--- src/rtl/noc_config_scheduler.sv ---
// noc_config_scheduler
// Queues 11-bit route-configuration words for the four processor ports of a 2x2 mesh and
// launches them round-robin, limited by a global in-flight cap. Each launch drives the
// processor's configure output for a fixed hold window, then waits for the processor's ready
// line to drop and rise again (completion), aborting with a sticky error on timeout.
//
// Ports:
//   clock_i                    system clock, rising edge
//   reset_i                    synchronous, active-high reset
//   req_valid_i / req_ready_o  host request handshake (ready = source FIFO not full)
//   req_src_i                  target processor 0..3
//   req_word_i                 configuration word (all-zero words are accepted and dropped)
//   processor_ready_signals_i  per-processor ready from the mesh
//   p0..p3_configure_o         registered configure words to the mesh
//   busy_o                     bit n set while processor n is not idle
//   inflight_count_o           number of busy processors
//   timeout_err_o              sticky per-processor timeout flags
module noc_config_scheduler #(
  parameter int unsigned FifoDepth   = 4,
  parameter int unsigned HoldCycles  = 4,
  parameter int unsigned MaxInflight = 2,
  parameter int unsigned Timeout     = 256
) (
  input  logic        clock_i,
  input  logic        reset_i,
  input  logic        req_valid_i,
  output logic        req_ready_o,
  input  logic [1:0]  req_src_i,
  input  logic [10:0] req_word_i,
  input  logic [3:0]  processor_ready_signals_i,
  output logic [10:0] p0_configure_o,
  output logic [10:0] p1_configure_o,
  output logic [10:0] p2_configure_o,
  output logic [10:0] p3_configure_o,
  output logic [3:0]  busy_o,
  output logic [2:0]  inflight_count_o,
  output logic [3:0]  timeout_err_o
);

  localparam int unsigned PtrW  = $clog2(FifoDepth);
  localparam int unsigned CntW  = PtrW + 1;
  localparam int unsigned HoldW = $clog2(HoldCycles + 1);
  localparam int unsigned ToW   = $clog2(Timeout);
  localparam logic [2:0]  MaxInfl = 3'(MaxInflight);

  typedef enum logic [1:0] {StIdle, StDrive, StAck, StDone} state_e;

  // State
  state_e            state_q [4];
  state_e            state_d [4];
  logic [HoldW-1:0]  hold_q  [4];
  logic [HoldW-1:0]  hold_d  [4];
  logic [ToW-1:0]    to_q    [4];
  logic [ToW-1:0]    to_d    [4];
  logic [10:0]       cfg_q   [4];
  logic [10:0]       cfg_d   [4];
  logic [3:0]        err_q, err_d;
  logic [1:0]        rr_q, rr_d;

  logic [10:0]       mem_q   [4][FifoDepth];
  logic [PtrW-1:0]   wptr_q  [4];
  logic [PtrW-1:0]   wptr_d  [4];
  logic [PtrW-1:0]   rptr_q  [4];
  logic [PtrW-1:0]   rptr_d  [4];
  logic [CntW-1:0]   cnt_q   [4];
  logic [CntW-1:0]   cnt_d   [4];

  // Combinational helpers
  logic [3:0] fifo_empty, fifo_full, eligible, push_vec, pop_vec;
  logic [2:0] inflight;
  logic       push;
  logic       grant_vld;
  logic [1:0] grant_idx, scan_idx;

  always_comb begin
    inflight = '0;
    for (int n = 0; n < 4; n++) begin
      fifo_empty[n] = (cnt_q[n] == '0);
      fifo_full[n]  = (cnt_q[n] == CntW'(FifoDepth));
      inflight      = inflight + {2'b00, (state_q[n] != StIdle)};
    end
  end

  // Full is registered, so a same-cycle pop never makes room for a same-cycle push.
  assign req_ready_o = ~fifo_full[req_src_i];
  assign push        = req_valid_i & req_ready_o & (|req_word_i);

  always_comb begin
    for (int n = 0; n < 4; n++) begin
      eligible[n] = ~fifo_empty[n] & (state_q[n] == StIdle) & processor_ready_signals_i[n] &
                    (inflight < MaxInfl);
    end
  end

  // Round-robin scan starting at rr_q; first eligible source wins.
  always_comb begin
    grant_vld = 1'b0;
    grant_idx = rr_q;
    scan_idx  = rr_q;
    for (int i = 0; i < 4; i++) begin
      scan_idx = rr_q + 2'(i);
      if (!grant_vld && eligible[scan_idx]) begin
        grant_vld = 1'b1;
        grant_idx = scan_idx;
      end
    end
  end

  assign rr_d = grant_vld ? grant_idx + 2'd1 : rr_q;

  // FIFO pointer/count next state
  always_comb begin
    for (int n = 0; n < 4; n++) begin
      push_vec[n] = push && (req_src_i == 2'(n));
      pop_vec[n]  = grant_vld && (grant_idx == 2'(n));
      wptr_d[n]   = wptr_q[n] + PtrW'(push_vec[n]);
      rptr_d[n]   = rptr_q[n] + PtrW'(pop_vec[n]);
      cnt_d[n]    = cnt_q[n] + CntW'(push_vec[n]) - CntW'(pop_vec[n]);
    end
  end

  // Per-processor FSM next state
  always_comb begin
    err_d = err_q;
    for (int n = 0; n < 4; n++) begin
      state_d[n] = state_q[n];
      hold_d[n]  = hold_q[n];
      to_d[n]    = to_q[n];
      cfg_d[n]   = cfg_q[n];
      unique case (state_q[n])
        StIdle: begin
          if (pop_vec[n]) begin
            state_d[n] = StDrive;
            cfg_d[n]   = mem_q[n][rptr_q[n]];
            hold_d[n]  = HoldW'(HoldCycles - 1);
          end
        end
        StDrive: begin
          if (hold_q[n] == '0) begin
            state_d[n] = StAck;
            cfg_d[n]   = '0;
            to_d[n]    = '0;
          end else begin
            hold_d[n] = hold_q[n] - HoldW'(1);
          end
        end
        StAck, StDone: begin
          // Completion takes priority over a coincident timeout.
          if (state_q[n] == StDone && processor_ready_signals_i[n]) begin
            state_d[n] = StIdle;
          end else if (to_q[n] == ToW'(Timeout - 1)) begin
            state_d[n] = StIdle;
            err_d[n]   = 1'b1;
          end else begin
            to_d[n] = to_q[n] + ToW'(1);
            if (state_q[n] == StAck && !processor_ready_signals_i[n]) begin
              state_d[n] = StDone;
            end
          end
        end
        default: state_d[n] = StIdle;
      endcase
    end
  end

  // State register
  always_ff @(posedge clock_i) begin
    if (reset_i) begin
      for (int n = 0; n < 4; n++) begin
        state_q[n] <= StIdle;
        hold_q[n]  <= '0;
        to_q[n]    <= '0;
        cfg_q[n]   <= '0;
        wptr_q[n]  <= '0;
        rptr_q[n]  <= '0;
        cnt_q[n]   <= '0;
      end
      err_q <= '0;
      rr_q  <= '0;
    end else begin
      for (int n = 0; n < 4; n++) begin
        state_q[n] <= state_d[n];
        hold_q[n]  <= hold_d[n];
        to_q[n]    <= to_d[n];
        cfg_q[n]   <= cfg_d[n];
        wptr_q[n]  <= wptr_d[n];
        rptr_q[n]  <= rptr_d[n];
        cnt_q[n]   <= cnt_d[n];
      end
      err_q <= err_d;
      rr_q  <= rr_d;
    end
  end

  // FIFO storage needs no reset; pointers and counts define validity.
  always_ff @(posedge clock_i) begin
    if (push) begin
      mem_q[req_src_i][wptr_q[req_src_i]] <= req_word_i;
    end
  end

  // Outputs
  always_comb begin
    for (int n = 0; n < 4; n++) begin
      busy_o[n] = (state_q[n] != StIdle);
    end
    inflight_count_o = inflight;
    timeout_err_o    = err_q;
    p0_configure_o   = cfg_q[0];
    p1_configure_o   = cfg_q[1];
    p2_configure_o   = cfg_q[2];
    p3_configure_o   = cfg_q[3];
  end

endmodule

--- config.mk ---
export PLATFORM = sky130hd
export DESIGN_NAME = noc_config_scheduler
export DESIGN_NICKNAME = d
export VERILOG_FILES = /design/src/rtl/noc_config_scheduler.sv
export SDC_FILE = /design/constraint.sdc
export NUM_CORES = 1
export LEC_CHECK = 0
export ABC_AREA = 1
export CAP_MARGIN = 20
export CORE_MARGIN = 4
export CORE_UTILIZATION = 50
export DETAILED_ROUTE_END_ITERATION = 8
export GPL_ROUTABILITY_DRIVEN = 1
export PLACE_DENSITY = 0.72
export SYNTH_ARGS = -nofsm -noshare
export SYNTH_HDL_FRONTEND = slang
export SYNTH_SLANG_ARGS = --single-unit
--- constraint.sdc ---
create_clock -name clock_i -period 9.7 [get_ports clock_i]
set_input_delay 1.455 -clock clock_i [delete_from_list [all_inputs] [get_ports clock_i]]
set_output_delay 1.455 -clock clock_i [all_outputs]
set_load 0.02 [all_outputs]
==> results of run 1 <==
[worst min-delay path: cells and delay by family (launching register included)]
kind                   cells  cell delay (ps)
buffers and inverters      1               50
AOI/OAI and AO/OA          1               50
DFF                        1              310
[routing by layer]
layer	GRT usage (%)	routed length, um	vias to the layer above
met4	4.13	517	0
met3	3.03	1460	41
li1	-	-	4570
met1	27.2	12800	4396
met5	0	0	-
met2	32.7	13500	204
[logic make-up (layout without fill, tap and decap cells)]
logic type / Yosys count / count (layout) / synth area share, %
adders and majority gates: 40 / 40 / 4.08
and+or+nand+nor: 537 / 537 / 18.0
buffers and inverters: 183 / 274 / 5.67
DFF: 306 / 306 / 60.7
xor gates and xnor gates: 21 / 21 / 1.47
AOI/OAI and AO/OA: 212 / 212 / 10.1
[power breakdown]
| group | internal [W] | switching, W |
|---|---|---|
| combinational | 0.000622 | 0.00111 |
| clock | 0.000792 | 0.000500 |
| sequential | 0.00153 | 0.000145 |
| total | 0.00294 | 0.00176 |
[per-stage QoR]
stage	util (%)	hold slack [ps]	setup WS, ps
CTS	59.2	453	4900
detailed placement	54.8	444	4850
global placement	54.8	442	4950
finish	59.5	449	4860
global route	59.5	471	4650
floorplan	-	435	5690
[state kept, by name, indices dropped and copies added (netlist names)]
register / cells
state_q: 8
wptr_q: 8
hold_q: 12
mem_q: 176
cnt_q: 12
rr_q: 2
to_q: 32
cfg_q: 44
timeout_err_o: 4
rptr_q: 8
[placed cells by master, fill, tap and decap left out, drive strengths merged, types with 16 or more instances in the layout]
cell             n
nand2          287
edfxtp         176
inv            135
dfxtp          130
a21oi          121
nor2           117
nand3           97
clkdlybuf4s50   74
a32oi           41
clkbuf          39
ha              36
o21ai           30
nor3            16
[final timing paths]
check                                 startpoint          endpoint  slack [ps]  depth (start not counted)
worst max-delay path                req_src_i[1]       req_ready_o        4860                          6
worst min-delay path            timeout_err_o[2]  timeout_err_o[2]         450                          2
worst max register to register     state_q[0][1]       cnt_q[2][2]        5090                         27
worst min register to register  timeout_err_o[2]  timeout_err_o[2]         450                          2
[synthesized netlist by cell type]
cell type  instances
and3_1             1
edfxtp_1         176
nor3_2             1
nor4_1             4
o21a_1             3
nor2_2             1
or2_2              1
nand2_4            2
o21bai_1           3
a221oi_1           1
a31oi_1            1
nor3_1            15
nand2_1          268
fa_1               4
and2_1             1
nor2_1           116
clkbuf_1          35
ha_1              36
nand2_2           17
inv_1            121
nand3b_1           2
a21oi_2           10
nand4_1            7
dfxtp_1          130
nand3_4            3
buf_2              4
xor2_2             1
a21oi_1          111
buf_4              4
xor2_1             8
a211oi_1           5
buf_1              3
a32oi_1           41
nor3b_1            3
nand4_4            1
buf_6              4
nand3_1           93
xnor2_1           12
nand3_2            1
inv_2             12
o21ai_0           30
o32ai_1            4
a22oi_1            3
[area by class of cell]
class                   count  area, sq um  area share [%]
inverters                 133          499            3.30
repair buffers             83          823            5.45
flip-flops and latches    306         7890            52.2
clock inverters            19          293            1.94
multi-input cells         810         4370            28.9
well taps                 330          413            2.73
clock buffers              39          826            5.47
==> results.py, run 1 <==
metrics = {
    "yosys": {
        "synthCells": 1299,
        "netlist_top_cells_area": "edfxtp_1 41%, dfxtp_1 20%, nand2_1 7.7%, a21oi_1 4.3%, nand3_1 3.6%",
        "synth_top_area_share_pct": 40.7,
        "synth.avg_cell_area_sq_um": 10.0,
        "synth_seq_cells": 306,
        "synth.yosys.seq_area_share_pct": 60.7,
        "synth_area_sq_um": 13000,
        "synth_top_cell_by_area": "edfxtp_1",
        "synthDistinctLibCells": 43,
        "yosys_warnings": 0,
        "synth_nets": 1359,
    },
    "route": {
        "drtIter0Drc": 642,
        "drc": 0,
        "vias_per_cell": 5.36,
        "routedWlPerCell_um": 16.4,
        "drt-total-wl_um": 28200,
        "ant_nets": 0,
        "vias": 9211,
        "firstDrtPassIters": 5,
    },
    "floorplan": {
        "dieHeight_um": 169,
        "std_cell_rows": 58,
        "io_pins": 76,
        "die_area_sq_um": 28600,
        "start_util_pct": 51.1,
        "core_area_sq_um": 25400,
        "die_w_um": 169,
    },
    "critical_path": {
        "end_kind": "primary output",
        "cp_num_buf_inv": 3,
        "cp_cell_sequence": "clkdlybuf4s50_1 -> nor2_1 -> inv_1 -> nor4_1 -> nor3_1 -> clkdlybuf4s50_1",
        "cp-start-kind": "primary input",
        "crit_type": "primary input to primary output",
        "slowest_stage": "clkdlybuf4s50_1",
        "cp_top_family": "buffers and inverters",
        "critPathArrivalTime_ps": 3390,
        "cp.required_ps": 8250,
        "critPathMaxStageDelay_ps": 700,
        "critPathMostFrequentCell": "clkdlybuf4s50_1",
        "crit_fanout": 6,
    },
    "layout": {
        "fillers": 2159,
        "fin_nets": 1425,
        "finalInstanceArea_sq_um": 15100,
        "final_cells": 1720,
        "antennaDiodeCount": 0,
        "area_growth_pct": 16.3,
        "drive_above_1_share_pct": 7.70,
    },
    "clocking": {
        "htree_levels": 1,
        "clock_latency_ps": 580,
        "tritoncts": "done",
        "cts_hold_buf": 0,
        "cts_resized": 0,
        "clock_path_buffers": 3,
        "path_clk_slew_ps": 60,
        "clock_sinks": 306,
        "post_cts_buffers": 0,
        "cts_buffers": 31,
        "cts_root_buffer": "clkbuf_16",
    },
    "place": {
        "dp_cells": 1656,
        "portBuffers": 75,
        "dpl.hpwl_um": 18200,
        "place.gp.congestion": 0.838,
        "place_area_sq_um": 13900,
    },
    "global_routing": {
        "grt_max_degree": 66,
        "grt-ovfl-total": 0,
        "grt_pass1_wl_um": 45700,
        "antenna_found_initial": 0,
        "grt.total_usage_pct": 19.5,
        "grt_pass1_vias": 8951,
    },
    "timing": {
        "rsz0062_at_grt": "no",
        "finalCritPeriodShare_pct": 49.9,
        "hold_viol_final": 0,
        "finClkSkew_ps": 20.0,
        "maxSlewHeadroom_pct": 25.4,
        "final_period_minus_worst_setup_slack_ps": 4840,
        "setup_violations": 0,
        "worst_slew_pin_slew_ps": 1120,
        "fmax_mhz": 207,
        "slew_violations": 0,
        "tns_ps": 0,
    },
    "pwr": {
        "leakage_nw": 5.67,
        "power-per-cell-area_nw_per_um2": 311,
        "total_power_w": 0.00470,
        "peakVddDrop_v": 0.000251,
    },
    "job": {
        "max_cap_viol_count": 0,
    },
    "hold_path": {
        "hold_path.class": "flop to flop",
    },
    "status": {
        "status": "finished clean",
    },
}
Power figures use the tool's default switching activity.
==> inputs of run 2 (changes only) <==
--- a/config.mk
+++ b/config.mk
@@ -11,7 +11,7 @@
 export CORE_UTILIZATION = 50
 export DETAILED_ROUTE_END_ITERATION = 8
 export GPL_ROUTABILITY_DRIVEN = 1
-export PLACE_DENSITY = 0.72
+export PLACE_DENSITY = 0.74
 export SYNTH_ARGS = -nofsm -noshare
 export SYNTH_HDL_FRONTEND = slang
 export SYNTH_SLANG_ARGS = --single-unit
==> constraint.sdc (replaced) <==
create_clock -name clock_i -period 4 [get_ports clock_i]
set_input_delay 0.6 -clock clock_i [delete_from_list [all_inputs] [get_ports clock_i]]
set_output_delay 0.6 -clock clock_i [all_outputs]
set_load 0.02 [all_outputs]
==> run 2 against run 1 <==
Power rose to 2.6 times the previous value. Non-clock buffer count grew 51. Final cell count increased by 2.8%. Critical path depth increased by 23. Critical path type is now flop to flop. Largest cell class unchanged. Highest routed layer unchanged.
==> results.py, run 2 (synthesis results as in run 1) <==
metrics = {
    "status": {
        "status": "finished clean",
    },
    "critical_path": {
        "critPathArrivalTime_ps": 4340,
        "critPathMostFrequentCell": "inv_2",
        "r2r_end": "cnt_q[1][2]",
        "r2r_start": "state_q[1][0]",
        "slowest_stage": "fa_2",
        "reg2reg_slack_ps": 80,
        "cp-start-kind": "flop",
        "crit_type": "flop to flop",
        "cp_num_buf_inv": 7,
        "critical_path_depth": 29,
        "cp_top_family": "adder cells",
        "cp.required_ps": 4410,
        "critPathMaxStageDelay_ps": 370,
        "crit_fanout": 5,
        "reg2regPathDepth": 29,
        "end_kind": "flop",
    },
    "layout": {
        "mostFrequentLayoutCells": "252 x nand2_1, 176 x edfxtp_1, 127 x dfxtp_1",
        "antennaDiodeCount": 0,
        "final_common_cell": "nand2_1",
        "fillers": 2036,
        "area_growth_pct": 21.0,
        "drive_above_1_share_pct": 16.1,
        "fin_nets": 1475,
        "largest_reg_flops": 176,
        "utilization_pct": 61.9,
        "final_cells": 1769,
    },
    "hold_path": {
        "hp-start": "timeout_err_o[2]",
        "hold_path.class": "flop to flop",
        "hold_end": "timeout_err_o[2]",
        "min_path_cells": 2,
    },
    "route": {
        "ant_nets": 0,
        "drt-total-wl_um": 28500,
        "firstDrtPassIters": 5,
        "vias": 9433,
        "routedWlPerCell_um": 16.1,
        "drtIter0Drc": 598,
        "drc": 0,
        "vias_per_cell": 5.33,
    },
    "timing": {
        "maxSlewHeadroom_pct": 29.8,
        "worst_slew_pin_slew_ps": 1050,
        "fin_hold_ws_ps": 446,
        "hold_viol_final": 0,
        "tns_ps": 0,
        "setup_violations": 0,
        "fmax_mhz": 255,
        "finClkSkew_ps": 13.0,
        "setup_ws_ps": 76.2,
        "slew_violations": 0,
        "finalCritPeriodShare_pct": 98.1,
        "final_period_minus_worst_setup_slack_ps": 3920,
    },
    "place": {
        "place_ws_ps": -126,
        "dpl.hpwl_um": 18100,
        "place.gp.congestion": 0.836,
        "portBuffers": 75,
        "dp_cells": 1709,
    },
    "global_routing": {
        "grt.total_usage_pct": 19.1,
        "antenna_found_initial": 0,
        "grt_pass1_wl_um": 44600,
        "grt_pass1_vias": 8955,
        "grt_max_degree": 87,
        "grt-ovfl-total": 0,
    },
    "clocking": {
        "clock_latency_ps": 560,
        "cts_buffers": 30,
        "tritoncts": "done",
        "cts_root_buffer": "clkbuf_16",
        "htree_levels": 1,
        "clock_sinks": 306,
        "cts_hold_buf": 0,
        "path_clk_slew_ps": 60,
        "clock_path_buffers": 3,
    },
    "pwr": {
        "peakVddDrop_v": 0.000564,
        "power-per-cell-area_nw_per_um2": 774,
        "leakage_nw": 5.92,
    },
    "floorplan": {
        "io_pins": 76,
        "start_util_pct": 51.1,
        "core_area_sq_um": 25400,
        "die_area_sq_um": 28600,
        "std_cell_rows": 58,
        "die_w_um": 169,
        "dieHeight_um": 169,
    },
    "job": {
        "max_cap_viol_count": 0,
    },
}
run 2: metrics by stage:
stage	instance area, sq um	power, W
after CTS	15400	0.0116
after global routing	15700	0.0130
after detailed placement	14300	0.00862
after floorplan	13000	0.00716
after global placement	14300	0.00850
final	15700	0.0122
run 2: power breakdown:
part	total (W)	leakage [nW]	internal (W)	switching, W
clock network	0.00290	0.503	0.00173	0.00118
registers	0.00405	2.65	0.00371	0.000338
logic	0.00521	2.77	0.00210	0.00311
run 2: worst max-delay path by stage:
stage,startpoint,endpoint
2_1_floorplan,state_q[0][1],cnt_q[1][2]
3_3_place_gp,state_q[0][0],cnt_q[1][2]
3_5_place_dp,state_q[0][0],cnt_q[1][2]
4_1_cts,state_q[1][0],cnt_q[1][2]
5_1_grt,state_q[0][0],cnt_q[1][2]
6_report,state_q[1][0],cnt_q[1][2]
run 2: metal layers:
metal,up-vias,wire length (um),GRT usage (%)
met5,-,0,0
met4,0,605,5.11
met3,43,1540,3.17
met2,220,13800,32.6
met1,4497,12600,25.6
li1,4673,-,-
run 2: tightest hold or removal path, stage by stage (launching register included):
cell and delay [ps]:
dfxtp_1 310, inv_1 40, a21oi_1 50
run 2: final cells by class:
class                   instances  area [sq um]  share of cell area [%]
well taps                     330           413                    2.63
flip-flops and latches        306          7890                    50.2
multi-input cells             810          4690                    29.8
repair buffers                134          1190                    7.60
clock inverters                14           180                    1.15
clock buffers                  42           843                    5.37
inverters                     133           507                    3.22
run 2: timing repair:
action,in CTS,in global routing
gates cloned,0,0
gates resized for setup,8,89
pin swaps,5,25
setup endpoints to repair,8,8
buffers inserted,0,4
==> inputs of run 3 (changes only) <==
--- a/config.mk
+++ b/config.mk
@@ -11,7 +11,7 @@
 export CORE_UTILIZATION = 50
 export DETAILED_ROUTE_END_ITERATION = 8
 export GPL_ROUTABILITY_DRIVEN = 1
-export PLACE_DENSITY = 0.74
+export PLACE_DENSITY = 0.72
 export SYNTH_ARGS = -nofsm -noshare
 export SYNTH_HDL_FRONTEND = slang
 export SYNTH_SLANG_ARGS = --single-unit
==> constraint.sdc (replaced) <==
create_clock -name clock_i -period 4.8 [get_ports clock_i]
set_input_delay 0.72 -clock clock_i [delete_from_list [all_inputs] [get_ports clock_i]]
set_output_delay 0.72 -clock clock_i [all_outputs]
set_load 0.02 [all_outputs]
==> run 3 against run 2 <==
Core utilization decreased by 2.1 points. Non-clock buffer count decreased by 31. Final cell count decreased by 1.6%. Hold slack got worse by 92 ps. Largest power group unchanged. Sequential power decreased by 17%. Highest routed layer unchanged. Largest cell class unchanged. Cell area decreased by 3.4%. Register-to-register slack improved by 320 ps. Via count decreased by 1.6%. Clock skew increased by 5.0 ps. Worst setup slack improved by 320 ps.
==> results.py, run 3 (synthesis results as in run 1) <==
metrics = {
    "status": {
        "status": "finished clean",
    },
    "clocking": {
        "clock_path_buffers": 3,
        "clock_sinks": 306,
        "htree_levels": 1,
        "tritoncts": "done",
        "clock_latency_ps": 570,
        "cts_root_buffer": "clkbuf_16",
        "cts_hold_buf": 0,
        "cts_buffers": 31,
        "path_clk_slew_ps": 60,
    },
    "route": {
        "drc": 0,
        "ant_nets": 0,
        "drt-total-wl_um": 27800,
        "drtIter0Drc": 573,
        "firstDrtPassIters": 5,
        "vias_per_cell": 5.33,
        "vias": 9279,
        "routedWlPerCell_um": 16.0,
    },
    "floorplan": {
        "die_w_um": 169,
        "core_area_sq_um": 25400,
        "start_util_pct": 51.1,
        "die_area_sq_um": 28600,
        "io_pins": 76,
        "std_cell_rows": 58,
        "dieHeight_um": 169,
    },
    "job": {
        "max_cap_viol_count": 0,
    },
    "global_routing": {
        "antenna_found_initial": 0,
        "grt_pass1_wl_um": 45800,
        "grt_max_degree": 84,
        "grt_pass1_vias": 9148,
        "grt.total_usage_pct": 19.4,
        "grt-ovfl-total": 0,
    },
    "critical_path": {
        "critPathMaxStageDelay_ps": 410,
        "critPathArrivalTime_ps": 4800,
        "cp.required_ps": 5200,
        "cp-start-kind": "flop",
        "end_kind": "flop",
        "crit_type": "flop to flop",
        "critPathMostFrequentCell": "inv_1",
        "crit_fanout": 6,
        "slowest_stage": "fa_1",
    },
    "pwr": {
        "p_switching_w": 0.00354,
        "leakage_nw": 5.77,
        "swShare_pct": 37.8,
        "total_power_w": 0.00936,
        "peakVddDrop_v": 0.000552,
        "power_frac_comb_pct": 37.5,
        "cell_internal_pwr_w": 0.00582,
        "p_clk_share_pct": 26.4,
        "seqPwrFrac_pct": 36.1,
        "power-per-cell-area_nw_per_um2": 616,
    },
    "layout": {
        "drive_above_1_share_pct": 9.65,
        "final_common_cell": "nand2_1",
        "utilization_pct": 59.8,
        "mostFrequentLayoutCells": "268 x nand2_1, 176 x edfxtp_1, 128 x dfxtp_1",
        "multi_input_area_sq_um": 4370,
        "antennaDiodeCount": 0,
        "area_growth_pct": 16.9,
        "fin_nets": 1445,
        "fillers": 2073,
        "largest_reg_flops": 176,
        "seq_area_sq_um": 7890,
        "final_cells": 1740,
    },
    "place": {
        "dp_cells": 1682,
        "dpl.hpwl_um": 17800,
        "place.gp.congestion": 0.799,
        "portBuffers": 75,
    },
    "timing": {
        "final_period_minus_worst_setup_slack_ps": 4400,
        "fmax_mhz": 227,
        "finalCritPeriodShare_pct": 91.8,
        "fin_hold_ws_ps": 354,
        "tns_ps": 0,
        "rsz0062_at_grt": "no",
        "hold_viol_final": 0,
        "maxSlewHeadroom_pct": 29.2,
        "slew_violations": 0,
        "setup_violations": 0,
        "worst_slew_pin_slew_ps": 1060,
        "finClkSkew_ps": 18.0,
    },
    "hold_path": {
        "hold_path.class": "primary input to flop",
    },
}
run 3: through the flow:
step           setup slack, ps  cell area, sq um
2_1_floorplan              793             13000
3_3_place_gp               620             14100
3_5_place_dp               378             14100
4_1_cts                    335             15200
5_1_grt                   20.2             15200
6_report                   396             15200
run 3: final timing paths:
path / startpoint / endpoint / slack (ps) / depth (start not counted)
worst min register to register: timeout_err_o[2] / timeout_err_o[2] / 450 / 2
worst min-delay path: reset_i / to_q[1][7] / 350 / 2
worst max register to register: state_q[0][1] / cnt_q[1][2] / 400 / 28
worst max-delay path: state_q[0][1] / cnt_q[1][2] / 400 / 28
run 3: power groups by stage:
stage                     Combinational (W)  Clock, W  Sequential (W)
after detailed placement            0.00347         0         0.00342
after floorplan                     0.00250         0         0.00346
after global routing                0.00397   0.00264         0.00342
after CTS                           0.00351   0.00252         0.00337
after global placement              0.00339         0         0.00341
final                               0.00351   0.00247         0.00338
run 3: area by class of cell:
| class | count | share of cell area, % |
|---|---|---|
| flip-flops and latches | 306 | 51.9 |
| multi-input cells | 810 | 28.8 |
| repair buffers | 103 | 6.31 |
| clock buffers | 37 | 5.52 |
| inverters | 133 | 3.29 |
| well taps | 330 | 2.72 |
| clock inverters | 21 | 1.45 |
run 3: layer usage:
metal	share of wire, %	up-vias	global-route usage (%)
li1	-	4610	-
met1	45	4399	26.8
met2	47	233	32.4
met3	5.3	37	3.05
met4	2.1	0	4.66
met5	0	-	0
run 3: critical path: cells and delay by family, from the launching register on:
kind / cells / cell delay, ps
fa+ha+maj: 7 / 1810
xor+xnor: 1 / 170
simple gates: 13 / 1410
buf+inv: 7 / 520
flops: 1 / 350
run 3: timing repair:
item	in CTS	in global routing
endpoints found under the setup margin	0	2
buffers inserted	0	0
gates resized for setup	0	4
==> variant 1, RTL diff (config.mk and constraints of run 2) <==
Change the parameter `FifoDepth` from 4 to 8.
--- a/src/rtl/noc_config_scheduler.sv
+++ b/src/rtl/noc_config_scheduler.sv
@@ -16,7 +16,7 @@
 //   inflight_count_o           number of busy processors
 //   timeout_err_o              sticky per-processor timeout flags
 module noc_config_scheduler #(
-  parameter int unsigned FifoDepth   = 4,
+  parameter int unsigned FifoDepth   = 8,
   parameter int unsigned HoldCycles  = 4,
   parameter int unsigned MaxInflight = 2,
   parameter int unsigned Timeout     = 256
Function: changed (Yosys sat finds a counterexample within 10 cycles, from zero or initial values and one cycle with reset_i high).
==> variant 1 against run 2 <==
The run now ends with setup timing left. Sequential power grew 50%. Worst setup slack lost 0.26 ns. Largest cell class unchanged. Die area grew 56%. Critical path type unchanged. Synthesized area grew 59%. Via count grew 59%. Sequential cell count grew 188. Total power grew 52%. Global-route usage grew 3.2 points. Clock skew grew 0.0032 ns. Final area grew 58%. Clock power grew 57%. Routed wire length grew 82%. Core utilization shrank 1.1 points.
==> variant 1: results (changes against run 2) <==
metric	value	unit	change
outcome	finished, violations left		was complete, no violations
failing checks	setup timing		
Hold Crit Class	in -> reg		was reg -> reg
Post-synth EDFFs	352		was 176
placed cells	2533		was 1709
post-synthesis compound-gate area fraction	11.8	%	was 10.1%
Worst EP arrival	4.60	ns	was 4.34 ns
Worst Slack Setup Final	-0.179	ns	was 0.0762 ns
Met3 Wirelength	3410	µm	was 1540 µm
Final Setup Violations	14		was 0
Fin Clk Skew	0.0162	ns	was 0.0130 ns
global-route wire length before repair	78700	µm	was 44600 µm
vias in the first global route	14700		was 8955
largest net degree at the start of global routing	66		was 87
post-place setup slack	-0.230	ns	was -0.126 ns
XOR/XNOR share of the synthesized area	0.848	%	was 1.47%
adder-cell area share of the yosys netlist	4.06	%	was 4.08%
Fin Setup TNS	-1.63	ns	was 0 ns
synth cell count leaders	410 x nor2_1, 352 x edfxtp_1, 232 x o21ai_0		was 268 x nand2_1, 176 x edfxtp_1, 130 x dfxtp_1
Total Nets Final	2179		was 1475
Total Routing Usage GR	22.3	%	was 19.1%
Post-CTS Setup Bufs	15		was 0
number of gates resized after cts	60		was 8
DRT met1 WL	20300	µm	was 12600 µm
worst skew pair latency	0.58	ns	was 0.56 ns
synthesized netlist net count	2022		was 1359
met2 routed WL	26500	µm	was 13800 µm
synth unique cells	45		was 43
FILL cells	3064		was 2036
Cells after Synth	1938		was 1299
fraction of layout cells with a size suffix above 1	15.2	%	was 16.1%
Placer Congestion	0.838		was 0.836
variant 1: per-stage QoR:
step                      utilization, %  area [µm²]
final                               60.8       24800
after global routing                60.8       24800
after CTS                           59.5       24300
after detailed placement            54.7       22300
after global placement              54.7       22300
after floorplan                        -       20700
variant 1: worst paths after layout:
kind	to	from	cells past startpoint
min	cfg_q[0][5]	reset_i	2
min reg2reg	timeout_err_o[1]	timeout_err_o[1]	2
max reg2reg	cnt_q[1][2]	state_q[3][1]	29
max	cnt_q[1][2]	state_q[3][1]	29
variant 1: final cells by class:
class	count	area share, %
repair buffers	185	6.53
flip-flops and latches	494	54.1
inverters	163	2.59
clock buffers	69	5.73
multi-input cells	1200	27.7
well taps	532	2.68
clock inverters	24	0.695
variant 1: where the power goes:
group          switching, mW  total (mW)  internal (mW)
clock                   1.94        4.55           2.62
combinational           4.71        7.87           3.16
sequential             0.235        6.08           5.84
total                   6.88        18.5           11.6
==> variant 2, RTL diff (settings of run 2) <==
Without the edit above. Register the output `timeout_err_o`; this adds one clock of latency there. The other outputs are not delayed to match.
--- a/src/rtl/noc_config_scheduler.sv
+++ b/src/rtl/noc_config_scheduler.sv
@@ -45,6 +45,8 @@
 
   typedef enum logic [1:0] {StIdle, StDrive, StAck, StDone} state_e;
 
+  logic [3:0] timeout_err_d;
+
   // State
   state_e            state_q [4];
   state_e            state_d [4];
@@ -205,12 +207,16 @@
       busy_o[n] = (state_q[n] != StIdle);
     end
     inflight_count_o = inflight;
-    timeout_err_o    = err_q;
+    timeout_err_d    = err_q;
     p0_configure_o   = cfg_q[0];
     p1_configure_o   = cfg_q[1];
     p2_configure_o   = cfg_q[2];
     p3_configure_o   = cfg_q[3];
   end
 
+  always_ff @(posedge clock_i) begin
+    timeout_err_o <= timeout_err_d;
+  end
+
 endmodule
 
Behaviour: same outputs for any inputs over 4 cycles, from zero or initial values and one cycle with reset_i high; that may be too few to reach the edited logic, so the function may still have changed.
==> variant 2 against run 2 <==
Non-clock buffer count fell by 1. Worst setup slack improved by 0.040 ns. Routed wire length rose by 4.7%. Final area is 0.35% lower. Synthesized cell count up 0.46%. Total power rose by 0.98%. Combinational power rose by 2%. Sequential cell count grew 4. Largest cell class unchanged. Synthesized area rose by 0.11%. Cell count grew 0.45%. Fmax grew 1.0%.
==> variant 2: results (changes against run 2) <==
metric	value	unit	change
outcome	complete, no violations		unchanged
fraction of layout cells with a size suffix above 1	12.9	%	was 16.1%
Endpoint, Worst Hold	timeout_err_o[3]		was timeout_err_o[2]
Critical Path Max Stage Delay	0.40	ns	was 0.37 ns
M1 GR Usage	26.2	%	was 25.6%
GR Util met3	2.94	%	was 3.17%
Vias/cell	5.38		was 5.33
global-route wire length before repair	46400	µm	was 44600 µm
vias in the first global route	9210		was 8955
register area share after synthesis	61.3	%	was 60.7%
Total Nets Final	1482		was 1475
Total Wirelength	29800	µm	was 28500 µm
synth unique cells	42		was 43
WHS Path Cells	0		was 2
TritonRoute pass-1 iters	8		was 5
origin of the critical flop-to-flop path	state_q[1][0]		unchanged
Total Routing Usage GR	19.9	%	was 19.1%
largest net degree at the start of global routing	64		was 87
Fin Clk Skew	0.00978	ns	was 0.0130 ns
Final clock-cell share	6.46	%	was 6.51%
placed cells	1704		was 1709
worst skew pair latency	0.57	ns	
detailed placement HPWL	18800	µm	was 18100 µm
average size of a mapped cell	9.96	µm²	was 10.0 µm²
post-place setup slack	-0.125	ns	was -0.126 ns
Max-slew headroom	41.3	%	was 29.8%
ant diodes	0		unchanged
XOR/XNOR share of the synthesized area	1.34	%	was 1.47%
placed cell areas	14300	µm²	about the same
Placer Congestion	0.833		was 0.836
worst hold slack	0.352	ns	was 0.446 ns
Synth area leaders	edfxtp_1 41%, dfxtp_1 21%, nand2_1 7.8%		was edfxtp_1 41%, dfxtp_1 20%, nand2_1 7.7%
Worst EP arrival	4.37	ns	was 4.34 ns
DR iter-0 viols	806		was 598
Reg2Reg Setup Slack	0.12	ns	was 0.08 ns
CTS H-tree depth	1		unchanged
synth cell count leaders	271 x nand2_1, 176 x edfxtp_1, 134 x dfxtp_1		was 268 x nand2_1, 176 x edfxtp_1, 130 x dfxtp_1
Lkg Pwr	5.92	nW	about the same
post-synthesis compound-gate area fraction	9.80	%	was 10.1%
hold path startpoint	err_q[3]		was timeout_err_o[2]
synthesized netlist net count	1365		was 1359
Sequential Area	7970	µm²	was 7890 µm²
clock sink count	310		was 306
share of cell area taken by multi-input logic gates	29.1	%	was 29.8%
FILL cells	2023		was 2036
DRT met1 WL	12400	µm	was 12600 µm
clock buffers	44		was 42
DR WL/cell	16.8	µm	was 16.1 µm
IR drop worst, VDD	661	µV	was 564 µV
Buffers excl. clock	133		was 134
met2 routed WL	15100	µm	was 13800 µm
Non-Clock Inverter Count	138		was 133
met2 Track Usage GR	35.3	%	was 32.6%
Layout area overhead	20.4	%	was 21.0%
count of multi-input combinational gates	808		was 810
-- variant 2: worst max-delay path by stage --
stage / start / end / slack [ns] / cells past startpoint
floorplan: state_q[0][1] / cnt_q[2][2] / 0.009 / 28
global placement: state_q[1][1] / cnt_q[1][2] / 0.07 / 28
detailed placement: state_q[1][1] / cnt_q[1][2] / -0.13 / 28
CTS: state_q[1][1] / cnt_q[2][2] / 0.005 / 28
global route: state_q[1][0] / cnt_q[1][2] / -0.11 / 29
finish: state_q[1][0] / cnt_q[1][2] / 0.12 / 29
-- variant 2: where the power goes --
| group | total [mW] | switching, mW | internal [mW] | leakage, nW |
|---|---|---|---|---|
| combinational | 5.30 | 3.22 | 2.08 | 2.75 |
| clock | 2.87 | 1.19 | 1.68 | 0.494 |
| sequential | 4.11 | 0.339 | 3.77 | 2.68 |
| total | 12.3 | 4.75 | 7.53 | 5.92 |
-- variant 2: repair_timing --
item / CTS / global route
gates resized for setup: 13 / 60
setup buffers: 5 / 10
setup endpoints to repair: 8 / 8
pin swaps: 7 / 18
